==> config.mk <==
export PLATFORM = sky130hd
export DESIGN_NAME = sd_pack_up
export DESIGN_NICKNAME = d
export VERILOG_FILES = /design/src/rtl/sd_pack_up.sv
export SDC_FILE = /design/constraint.sdc
export NUM_CORES = 1
export LEC_CHECK = 0
export BUFFER_PORTS_ARGS = -buffer_cell sky130_fd_sc_hd__buf_2
export CORE_MARGIN = 1.5
export CORE_UTILIZATION = 57
export DETAILED_ROUTE_END_ITERATION = 6
export PLACE_DENSITY = 0.9
export SETUP_SLACK_MARGIN = 0.15
export SYNTH_ARGS = -nofsm -noshare
export SYNTH_HDL_FRONTEND = slang
export SYNTH_SLANG_ARGS = --single-unit
==> constraint.sdc <==
create_clock -name clk -period 3.6 [get_ports clk]
set_input_delay 0.18 -clock clk [delete_from_list [all_inputs] [get_ports clk]]
set_output_delay 0.18 -clock clk [all_outputs]
set_load 0.005 [all_outputs]
==> src/rtl/sd_pack_up.sv <==
// Packs `lanes` narrow beats from an srdy/drdy producer into one wide word.
// A c_last beat closes the word early; p_mask marks which lanes were filled.
module sd_pack_up #(
  parameter int width = 8,
  parameter int lanes = 4
) (
  input  logic                     clk,
  input  logic                     reset,
  input  logic                     c_srdy,
  output logic                     c_drdy,
  input  logic [width-1:0]         c_data,
  input  logic                     c_last,
  output logic                     p_srdy,
  input  logic                     p_drdy,
  output logic [width*lanes-1:0]   p_data,
  output logic [lanes-1:0]         p_mask,
  output logic                     p_last
);

  localparam int cnt_w = (lanes > 1) ? $clog2(lanes) : 1;
  localparam logic [cnt_w-1:0] last_lane = cnt_w'(lanes - 1);

  logic [cnt_w-1:0]       cnt;
  logic [width-1:0]       acc [lanes-1];
  logic                   beat_xfer;
  logic                   word_xfer;
  logic                   word_done;
  logic [width*lanes-1:0] word_next;
  logic [lanes-1:0]       mask_next;

  // The output register frees up on the same edge it is drained, so a new
  // word can be loaded back-to-back without a bubble.
  assign c_drdy    = !p_srdy || p_drdy;
  assign beat_xfer = c_srdy && c_drdy;
  assign word_xfer = p_srdy && p_drdy;
  assign word_done = beat_xfer && (c_last || (cnt == last_lane));

  always_comb begin
    word_next = '0;
    mask_next = '0;
    for (int i = 0; i < lanes - 1; i++) begin
      if (cnt_w'(i) < cnt) word_next[i*width +: width] = acc[i];
    end
    for (int i = 0; i < lanes; i++) begin
      if (cnt_w'(i) == cnt) word_next[i*width +: width] = c_data;
      mask_next[i] = (cnt_w'(i) <= cnt);
    end
  end

  always_ff @(posedge clk or negedge reset) begin
    if (!reset) begin
      cnt <= '0;
      for (int i = 0; i < lanes - 1; i++) acc[i] <= '0;
    end else if (beat_xfer) begin
      if (word_done) begin
        cnt <= '0;
      end else begin
        for (int i = 0; i < lanes - 1; i++) begin
          if (cnt == cnt_w'(i)) acc[i] <= c_data;
        end
        cnt <= cnt + cnt_w'(1);
      end
    end
  end

  // Stale accumulator lanes never leak out: word_next zeroes unfilled lanes.
  always_ff @(posedge clk or negedge reset) begin
    if (!reset) begin
      p_srdy <= 1'b0;
      p_data <= '0;
      p_mask <= '0;
      p_last <= 1'b0;
    end else if (word_done) begin
      p_srdy <= 1'b1;
      p_data <= word_next;
      p_mask <= mask_next;
      p_last <= c_last;
    end else if (word_xfer) begin
      p_srdy <= 1'b0;
    end
  end

  a_mask_nonzero: assert property (@(posedge clk) disable iff (!reset)
    p_srdy |-> (p_mask != '0));

  a_cnt_range: assert property (@(posedge clk) disable iff (!reset)
    cnt <= last_lane);

  a_hold_on_stall: assert property (@(posedge clk) disable iff (!reset)
    (p_srdy && !p_drdy) |=> (p_srdy && $stable(p_data) && $stable(p_mask) && $stable(p_last)));

endmodule

* Word level (Yosys, flattened, before mapping)
Index checks and enable logic that the tools add are counted.
Storage, ports and cells: input bits 13, logic and storage cells 44, register bits after elaboration 64, output and inout bits 39
Cells by class: equal/unequal tests 6, reductions and logical operators 11, add/sub/neg operators 1, magnitude comparators 7, muxes and demuxes 10, bitwise operators 1
Operators with widths (count):
- $mux W8 | 7
- $reduce_and A3 Y1 | 3
- $eq A2 B2 Y1 const A | 2
- $eq A2 B2 Y1 const B | 2
- $le A1 B2 Y1 const A | 2
- $le A2 B2 Y1 const A | 2
- $lt A1 B2 Y1 const A | 2
- $logic_and A1 B1 Y1 | 3
- $add A2 B1 Y2 const B | 1
- $eq A1 B2 Y1 const A | 1
- $eq A2 B1 Y1 const B | 1
- $logic_not A2 Y1 | 1
- $logic_or A1 B1 Y1 | 2
- $lt A2 B2 Y1 const A | 1
- $mux W1 | 2
- $mux W2 | 1
- $reduce_bool A2 Y1 | 1
- $logic_not A1 Y1 | 1
- $not A1 Y1 | 1

* Logic depth before layout (Yosys ltp)
Gate-level depths: netlist (run 1).
word-level depth 6, depth in mapped cells 6, gate-level depth less buffers 5

* Worst setup path before layout (run 1)
Ideal clock, no wire load.
path type register to register, from register cnt[1], to register p_data[10], buffers on the path 2, data required time 3.475 ns, period minus slack after synthesis 1.688 ns, path slack 1.912 ns, data arrival time 1.563 ns, stages on the path, launching flop included 7, library setup time 0.125 ns, cells stage by stage dfrtp_1 > ha_1 > nor2_4 > nand3b_4 > buf_6 > buf_6 > mux2_4
Between the ends: longest elaborated chain between the ends 3, elaborated cells between the ends (all ways) 7, those cells by class order compare: 1; eq/ne: 2; mux: 2; reduce/logical: 2
RTL lines:
- start, declared | RTL line 23 | logic [cnt_w-1:0] cnt;
- start signal, assigned | RTL line 61 | cnt <= cnt + cnt_w'(1);
- $lt A1 B2 Y1 / $eq A2 B2 Y1 (equally long branches) | RTL line 42, 36
- $mux W8 / $logic_or A1 B1 Y1 (equally long branches) | RTL line 42, 36
- $mux W8 / $logic_and A1 B1 Y1 (equally long branches) | RTL line 45, 36
- end signal, assigned | RTL line 75 | p_data <= word_next;
- end, declared | RTL line 15 | output logic [width*lanes-1:0] p_data,
Parallel ways exist; a longest one is shown, timed or not. A chain may end at the register's enable or synchronous reset.

* Worst setup path in the final report (run 1)
from register cnt[1], to register p_data[3]
Same word-level chain as after synthesis.

==> results by stage, run 1 <==
Yosys:
- The combinational family with the most area after synthesis is multiplexers.
- The mean instance size in the synthesized netlist is 14.9 µm².
- The synthesized netlist devotes 5.09% of its cell area to simple gates.
- After synthesis the cells add up to 2850 µm².
- The xor and xnor area share after synthesis is 0%.
- The register bit total from synthesis is 64.
- By area the synthesized netlist is led by sky130_fd_sc_hd__dfrtp_1, sky130_fd_sc_hd__mux2_2, sky130_fd_sc_hd__mux2_4, sky130_fd_sc_hd__a22o_1, sky130_fd_sc_hd__ha_1.
- Of the post-synthesis cell area, the dominant cell type holds 56.1%.
- The adder-cell share of the synthesized area is 2.19%.
- The synthesized netlist cell count is 191.
- The Yosys step of the flow raised 0 warnings.
- The net count after synthesis is 209.
- The compound-gate portion of the synthesized area is 7.76%.
- The netlist uses 25 different library cells.
- The mux share of post-synthesis cell area is 25.5%.
- The share of the Yosys chip area taken by registers is 56.1%.
- sky130_fd_sc_hd__dfrtp_1 takes more of the synthesized area than any other cell.

Setup path:
- The critical path's top delay family is simple AND/OR/NAND/NOR gates.
- The type of the worst setup path is register to register.
- The critical-path maximum fanout is 36.
- The required time of the worst setup path is 3820 ps.
- The largest single stage delay on the critical path is 540 ps.
- The critical path goes through ha_1, nor2_4, nand3b_4, mux2_2.
- Across all register-to-register paths, the minimum setup slack is 1620 ps.
- At the worst endpoint, the arrival time is 2200 ps.
- The number of buffers and inverters on the critical path is 0.
- On the critical path, the stage with the largest delay is an instance of sky130_fd_sc_hd__nand3b_4.
- The worst setup path is captured at a register.
- The worst setup path is launched from a register.

Global route:
- After global routing the overflow that remains totals 0.
- The maximum number of pins on one net before global-route repair is 51.
- The global-route usage over all layers is 22.9%.
- The wire length of the first global-routing pass is 8920 µm.
- The number of global-route vias before repair is 1726.
- The initial antenna violation count came to 0.

Timing:
- The post-route fraction of the period consumed by the critical path is 55.0%.
- The final worst hold slack is 26.0 ps.
- Setup repair after global routing left no endpoint under its margin.
- The worst path needs 1980 ps of the cycle, external delays included.
- The achievable clock frequency is 505 MHz.
- Measured against its own limit, the worst slew margin works out to 28.8%.
- The number of hold-slack violations in the final timing report is 0.
- For the pin with the worst max-slew slack, the measured transition is 1070 ps.
- The final-layout setup total negative slack is 0 ps.
- The max-slew violation total from the final report was 0.
- The clock arrives with 7.52 ps of skew.
- The total setup violations reported at the end of the flow is 0.

Drt:
- The number of optimization iterations in the first detailed-route pass is 7.
- Wires add up to 5570 µm.
- The count of nets left with antenna violations once routing finished came out at 0.
- Using the TritonRoute via totals, the vias-per-cell ratio works out to 5.57.
- The first routing iteration left 120 violations.
- The detailed router placed 1753 vias in this run.
- In the final routed layout, each cell accounts on average for 17.7 µm.
- The detailed-route DRC error count is 0.

CTS:
- The maximum buffer depth of the clock tree is 2.
- TritonCTS built the clock tree.
- The library cell used as clock root buffer is sky130_fd_sc_hd__clkbuf_8.
- Clock tree synthesis inserted a total of 9 buffers.
- The hold-fix buffer count after cts is 0.
- CTS saw 64 sinks.
- The CTS clock-pin slew for the worst setup and hold paths is 70 ps.
- The deepest level of the CTS H-tree is 3.
- The buffers inserted during post-CTS setup optimization is 0.
- The quantity of gates resized following cts is 0.
- The later pin in the worst-skew pair is clocked with a latency of 340 ps.

Layout:
- The post-route netlist has 51.2% of its cells at a drive strength greater than 1.
- The leading cell type in the layout, fill and taps excluded is sky130_fd_sc_hd__dfrtp_1.
- The signed area change from the synthesized netlist to the final layout is 17.4%.
- The repair_antennas step left the layout with diodes totalling 0.
- The net count of the finished layout is 262.
- In the layout the commonest cells are sky130_fd_sc_hd__dfrtp_1, sky130_fd_sc_hd__buf_2, sky130_fd_sc_hd__mux2_2.

Floorplanning:
- The I/O pin total is 52.
- The core region is 4790 µm².
- The chip height is 73.7 µm.
- The initial standard-cell utilization of the core is 59.6%.
- The site row count is 25.
- In this run the horizontal extent of the chip is 73.7 µm.
- The full die area is 5440 µm².

Power and ir drop:
- In this run the static leakage power is 1.72 nW.
- The share of total power dissipated in the clock network is 27.7%.
- The power density over cell area is 734 nW/µm².
- The portion of total power attributed to combinational logic is 26.8%.
- The switching part of the total is 26.8%.
- Registers are responsible for 45.5% of the overall power.
- The internal power is 1.80 mW.
- In this run the power spent charging and discharging nets is 0.660 mW.
- The worst-case IR drop observed on VDD is 350 µV.

Worst hold path:
- The worst hold path belongs to the class input port to async pin.

Place:
- Port buffering added 51 buffers.
- The post-DP HPWL is 3650 µm.
- Routability-driven placement finished with a final weighted congestion of 0.805.

Run status:
- The flow ran to the end, and the final reports show no timing, DRC or antenna violations.

Job:
- The tool flagged a number of max-cap violations equal to 0.
power by group through the flow:
stage          sequential [mW]  clock, mW  combinational (mW)
2_1_floorplan             1.11          0               0.438
3_3_place_gp              1.11          0               0.634
3_5_place_dp              1.12          0               0.662
4_1_cts                   1.12      0.696               0.670
5_1_grt                   1.15      0.714               0.720
6_report                  1.12      0.682               0.659
area by class of cell:
class	count	area [µm²]
clock buffers	12	155
clock inverters	3	65.1
fillers	338	1440
inverters	6	22.5
multi-input cells	111	1160
flip-flops and latches	64	1600
well taps	67	83.8
repair buffers	52	263
metrics by stage:
step / std cells / instance area [µm²] / setup slack [ps] / util (%) / total power, mW
after detailed placement: 300 / 3130 / 1630 / 65.4 / 1.78
after CTS: 315 / 3350 / 1620 / 70.0 / 2.48
final: 315 / 3350 / 1620 / 70.0 / 2.46
after global placement: 300 / 3130 / 1700 / 65.4 / 1.74
after global routing: 315 / 3350 / 1520 / 70.0 / 2.58
after floorplan: 191 / 2850 / 1910 / - / 1.55
worst paths after layout:
check	startpoint	end	cells after the start
max	cnt[1]	p_data[3]	4
min	reset	p_data[8]	1
max reg2reg	cnt[1]	p_data[3]	4
min reg2reg	p_mask[0]	p_mask[0]	1
max in group asynchronous	reset	p_mask[3]	2
min in group clk	c_last	p_last	3
kinds of logic after synthesis:
kind of cell / Yosys count
and+or+nand+nor: 20
muxes: 59
adders and majority gates: 5
buffers and inverters: 16
AOI/OAI and AO/OA: 27
DFF: 64
synthesized netlist by cell type:
master and number:
sky130_fd_sc_hd__dfrtp_1 64, sky130_fd_sc_hd__mux2_2 38, sky130_fd_sc_hd__a22o_1 22, sky130_fd_sc_hd__mux2_4 18, sky130_fd_sc_hd__inv_1 6, sky130_fd_sc_hd__ha_1 5, sky130_fd_sc_hd__nand2_1 5, sky130_fd_sc_hd__buf_2 3
sky130_fd_sc_hd__buf_6 3, sky130_fd_sc_hd__mux2i_1 3, sky130_fd_sc_hd__nand4_2 3, sky130_fd_sc_hd__nor2b_1 3, sky130_fd_sc_hd__o21ai_0 3, sky130_fd_sc_hd__buf_4 2, sky130_fd_sc_hd__nand2b_1 2, sky130_fd_sc_hd__nand3_1 2
sky130_fd_sc_hd__a21o_1 1, sky130_fd_sc_hd__and2_1 1, sky130_fd_sc_hd__and3_1 1, sky130_fd_sc_hd__buf_1 1, sky130_fd_sc_hd__clkbuf_1 1, sky130_fd_sc_hd__nand3b_4 1, sky130_fd_sc_hd__nor2_1 1, sky130_fd_sc_hd__nor2_4 1
sky130_fd_sc_hd__o22ai_1 1
state kept, by name, indices dropped and copies added (netlist names):
signal  count
p_mask      4
p_srdy      1
p_data     32
acc        24
p_last      1
cnt         2
layer usage:
| metal | track usage, % | wire length, µm | vias to the layer above |
|---|---|---|---|
| met5 | 0 | 0 | - |
| met4 | 13.0 | 141 | 0 |
| met3 | 5.08 | 196 | 12 |
| met2 | 34.6 | 2680 | 48 |
| met1 | 30.5 | 2560 | 882 |
| li1 | - | - | 811 |
No activity file was read; power rests on OpenSTA's default activity.
==> inputs of run 2 (changes only) <==
--- a/config.mk
+++ b/config.mk
@@ -5,11 +5,12 @@
 export SDC_FILE = /design/constraint.sdc
 export NUM_CORES = 1
 export LEC_CHECK = 0
+export ABC_AREA = 1
 export BUFFER_PORTS_ARGS = -buffer_cell sky130_fd_sc_hd__buf_2
 export CORE_MARGIN = 1.5
-export CORE_UTILIZATION = 57
+export CORE_UTILIZATION = 55
 export DETAILED_ROUTE_END_ITERATION = 6
-export PLACE_DENSITY = 0.9
+export PLACE_DENSITY = 0.88
 export SETUP_SLACK_MARGIN = 0.15
 export SYNTH_ARGS = -nofsm -noshare
 export SYNTH_HDL_FRONTEND = slang
==> constraint.sdc (replaced) <==
create_clock -name clk -period 1.9 [get_ports clk]
set_input_delay 0.095 -clock clk [delete_from_list [all_inputs] [get_ports clk]]
set_output_delay 0.095 -clock clk [all_outputs]
set_load 0.005 [all_outputs]
==> run 2 against run 1 <==
Compared with the run above:
- cell area rose by 5.2%
- routed wire length rose by 25%
- critical path depth is 1 higher
- combinational power grew 88%
- utilization decreased by 1.8 points
- via count up 47%
- non-clock buffer count rose by 9
- final cell count increased by 56%
- area after synthesis is 4.3% higher
- first-iteration DRC count increased to 2.5 times the previous value
==> results by stage, run 2 <==
Run status:
- The run finished with clean final reports.

Layout:
- The net count of the finished layout came to 434 (+66%).
- Leaving out fill and tap cells, the most frequent cells in the layout are sky130_fd_sc_hd__nand2_1, sky130_fd_sc_hd__dfrtp_1, sky130_fd_sc_hd__buf_2.
- The cell area after layout is 3520 µm² (+5.2%).
- In the final layout, the registers with the most flip-flops are p_data: 32 flops, acc: 24 flops, p_mask: 4 flops.
- The count of non-filler cells in the finished layout was 491 (+56%).
- The flip-flop count of the largest register after layout is 32 (unchanged).
- More flip-flops sit in one register than any other, and that register is p_data.
- From synthesis to final layout, the design area changed by 18.4%.
- The fraction of the core area covered by cells at the end of the flow is 68.1% (-1.8 points).
- The library cell used most frequently in the layout, excluding fill and tap cells, is sky130_fd_sc_hd__nand2_1.
- The share of final-layout standard cells stronger than drive strength 1 came to 21.1% (-30 points).
- The count of antenna diodes in the layout is 0 (unchanged).

Global route:
- The number of global-route vias before repair is 2534 (+47%).
- The wire length of the first global-routing pass was 11900 µm (+33%).
- The maximum number of pins on one net before global-route repair is 38 (-25%).
- The met3 usage was 5.39% (+0.31 points).
- The initial antenna violation count is 0 (unchanged).
- The met1 track demand over resource in global routing is 35.4% (+4.9 points).
- The layer flagged by global routing as most heavily used is met2.
- The global-route usage over all layers is 26.1% (+3.2 points).
- The total global routing overflow came to 0 (unchanged).
- The routing usage on met2 came to 39.6% (+4.9 points).

Place:
- The weighted congestion reported at the end of routability-driven placement was 0.828 (+2.9%).
- The number of port buffers is 51 (unchanged).
- The post-DP HPWL is 4530 µm (+24%).
- The post-placement cell count is 471 (+57%).
- The pre-CTS setup slack is 286 ps (-1350 ps).
- The cell area reported after detailed placement is 3290 µm² (+5.2%).

Worst hold path:
- The class of the tightest hold or removal check is input port to register.
- The worst hold path passes through 3 cells.
- The startpoint identified for the worst hold timing path is c_data[7].
- The path with the worst hold slack has its endpoint at acc[23].

Setup path:
- The required time of the worst setup path is 2180 ps (-1640 ps).
- The setup path with the least slack is of type register to register.
- The worst reg-to-reg setup slack is 240 ps (-1380 ps).
- The logic depth of the worst register-to-register path came to 5 (+1).
- The kind of start point of the critical path is a register.
- The sort of element at the end of the critical path is a register.
- In this run the critical register-to-register path is captured at p_mask[2].
- The critical-path maximum fanout is 25 (-31%).
- The startpoint identified for the worst register-to-register timing path is cnt[1].
- The arrival time at the worst endpoint was 1940 ps (-260 ps).

Yosys:
- The portion of synthesized cell area occupied by the leading cell type came to 53.8% (-2.3 points).
- The share of flip-flops with an asynchronous set or reset was 100% (unchanged).
- The net count after synthesis is 376 (+80%).
- Yosys instantiated no cell more often than sky130_fd_sc_hd__nand2_1.
- The number of enable flip-flop cells after synthesis was 0 (unchanged).
- The register bit total from synthesis is 64 (unchanged).
- The primary flip-flop cell chosen by synthesis mapping is sky130_fd_sc_hd__dfrtp_1.
- The mean instance size in the synthesized netlist was 8.31 µm² (-44%).
- The sequential-to-total area share from yosys stat is 53.8% (-2.3 points).
- After synthesis, the cell types taking the most area are sky130_fd_sc_hd__dfrtp_1, sky130_fd_sc_hd__nand2_1, sky130_fd_sc_hd__nand3_1, sky130_fd_sc_hd__o21ai_0, sky130_fd_sc_hd__inv_1.
- Of all cell types, the one taking the most synthesized area is sky130_fd_sc_hd__dfrtp_1.
- The number of synthesis warnings was 0 (unchanged).
- Ranked by instance count, the synthesized netlist is headed by sky130_fd_sc_hd__nand2_1, sky130_fd_sc_hd__dfrtp_1, sky130_fd_sc_hd__nand3_1.
- The post-synthesis cell area is 2980 µm² (+4.3%).
- The count of distinct cell types in the synthesized netlist is 22 (-12%).
- The synthesized netlist cell count is 358 (+87%).

CTS:
- The total number of clock tree sinks is 64 (unchanged).
- The library cell used as clock root buffer is sky130_fd_sc_hd__clkbuf_8.
- The maximum buffer depth of the clock tree is 2 (unchanged).
- The clock network latency to the later pin of the worst-skew pair is 340 ps (about the same).
- The deepest level of the CTS H-tree was 3 (unchanged).
- The CTS buffer count is 9 (unchanged).
- The CTS clock-pin slew for the worst setup and hold paths is 70 ps (about the same).
- TritonCTS built the clock tree.

Floorplanning:
- The full die area is 5860 µm² (+7.8%).
- The site row count is 26 (+4.0%).
- The horizontal die dimension came to 76.6 µm (+3.8%).
- The initial standard-cell utilization of the core is 57.5% (-2.1 points).
- The chip height is 76.6 µm (+3.8%).
- The I/O pin total came to 52 (unchanged).
- The core box area is 5170 µm² (+8.1%).

Power and ir drop:
- The worst voltage drop across the vdd grid is 722 µV (+110%).
- The standby leakage power is 1.99 nW (+15%).
- The power density over cell area is 1260 nW/µm² (+72%).
- The total chip power was 4.44 mW (+81%).

Drt:
- The number of optimization iterations in the first detailed-route pass is 4 (-3).
- The total wire length came to 6970 µm (+25%).
- The ratio of routed vias to standard cells was 5.23 (-5.9%).
- The average routed wire per standard cell is 14.2 µm (-20%).
- The total via count in the routed design is 2570 (+47%).
- The detailed-route DRC error count is 0 (unchanged).
- The number of nets with antenna violations after detailed routing is 0 (unchanged).
- The number of design-rule violations left by the first detailed-router iteration is 302 (+150%).

Timing:
- The post-route fraction of the period consumed by the critical path is 87.2% (+32 points).
- The max-slew violation total from the final report came to 0 (unchanged).
- Setup repair after global routing could not meet its margin everywhere.
- The total setup violations reported at the end of the flow is 0 (unchanged).
- The worst clock skew on the final layout is 6.79 ps (-0.723 ps).
- The final worst hold slack is 54.9 ps (+29.0 ps).
- The relative max-transition margin was 64.0% (+35 points).
- The setup slack after layout is 243 ps (-1380 ps).
- The time the final worst path needs with I/O delays and setup is 1660 ps (-323 ps).
- The transition time at the pin with the least slew margin is 538 ps (-529 ps).
- The achievable clock frequency is 604 MHz (+20%).
- The final-layout setup total negative slack is 0 ps (unchanged).
- The number of hold-slack violations in the final timing report is 0 (unchanged).

Job:
- The count of maximum capacitance violations is 0 (unchanged).
==> run 2: what timing repair did <==
item                                    CTS  global route
endpoints found under the setup margin    0            15
setup buffers                             0             2
hold buffers                              1             0
endpoints found under the hold margin    13             0
gates resized for setup                   0             1
==> run 2: kinds of logic (layout without fill, tap and decap cells) <==
| group | after synthesis | in the layout | share of synthesized area (%) |
|---|---|---|---|
| AOI/OAI and AO/OA | 32 | 32 | 6.43 |
| DFF | 64 | 64 | 53.8 |
| adders and majority gates | 5 | 5 | 2.10 |
| and+or+nand+nor | 219 | 219 | 31.5 |
| buffers and inverters | 38 | 101 | 6.14 |
==> run 2: report_power, final <==
| part | switching [mW] | internal, mW |
|---|---|---|
| clock | 0.500 | 0.674 |
| combinational | 0.743 | 0.496 |
| sequential | 0.223 | 1.81 |
==> run 2: final cells by class <==
| class | instances | area [µm²] |
|---|---|---|
| Inverter | 23 | 92.6 |
| Sequential cell | 64 | 1600 |
| Fill cell | 397 | 1650 |
| Clock buffer | 13 | 159 |
| Clock inverter | 3 | 40.0 |
| Timing Repair Buffer | 61 | 345 |
| Multi-Input combinational cell | 256 | 1190 |
| Timing Repair inverter | 1 | 5.00 |
| Tap cell | 70 | 87.6 |
==> run 2: routing by layer <==
metal | vias up | routed length, µm
met2 | 115 | 3390
met1 | 1196 | 2820
met3 | 20 | 550
li1 | 1239 | -
met5 | - | 0
met4 | 0 | 216
==> run 2: how the worst max path moves through the flow <==
stage,start,end,slack [ps],cells past startpoint
after floorplan,cnt[0],acc[16],480,8
after CTS,cnt[0],p_data[23],260,6
after global placement,cnt[0],acc[6],370,5
after global routing,cnt[0],p_data[23],90,6
after detailed placement,cnt[0],p_mask[2],290,5
final,cnt[1],p_mask[2],240,5
==> run 2: worst max-delay path, cell delays in order (launching register included) <==
cell and delay [ps]:
sky130_fd_sc_hd__dfrtp_1 430, sky130_fd_sc_hd__ha_1 320, sky130_fd_sc_hd__nor2_8 90, sky130_fd_sc_hd__nor2_4 450, sky130_fd_sc_hd__o21ai_0 190, sky130_fd_sc_hd__nand2_1 100
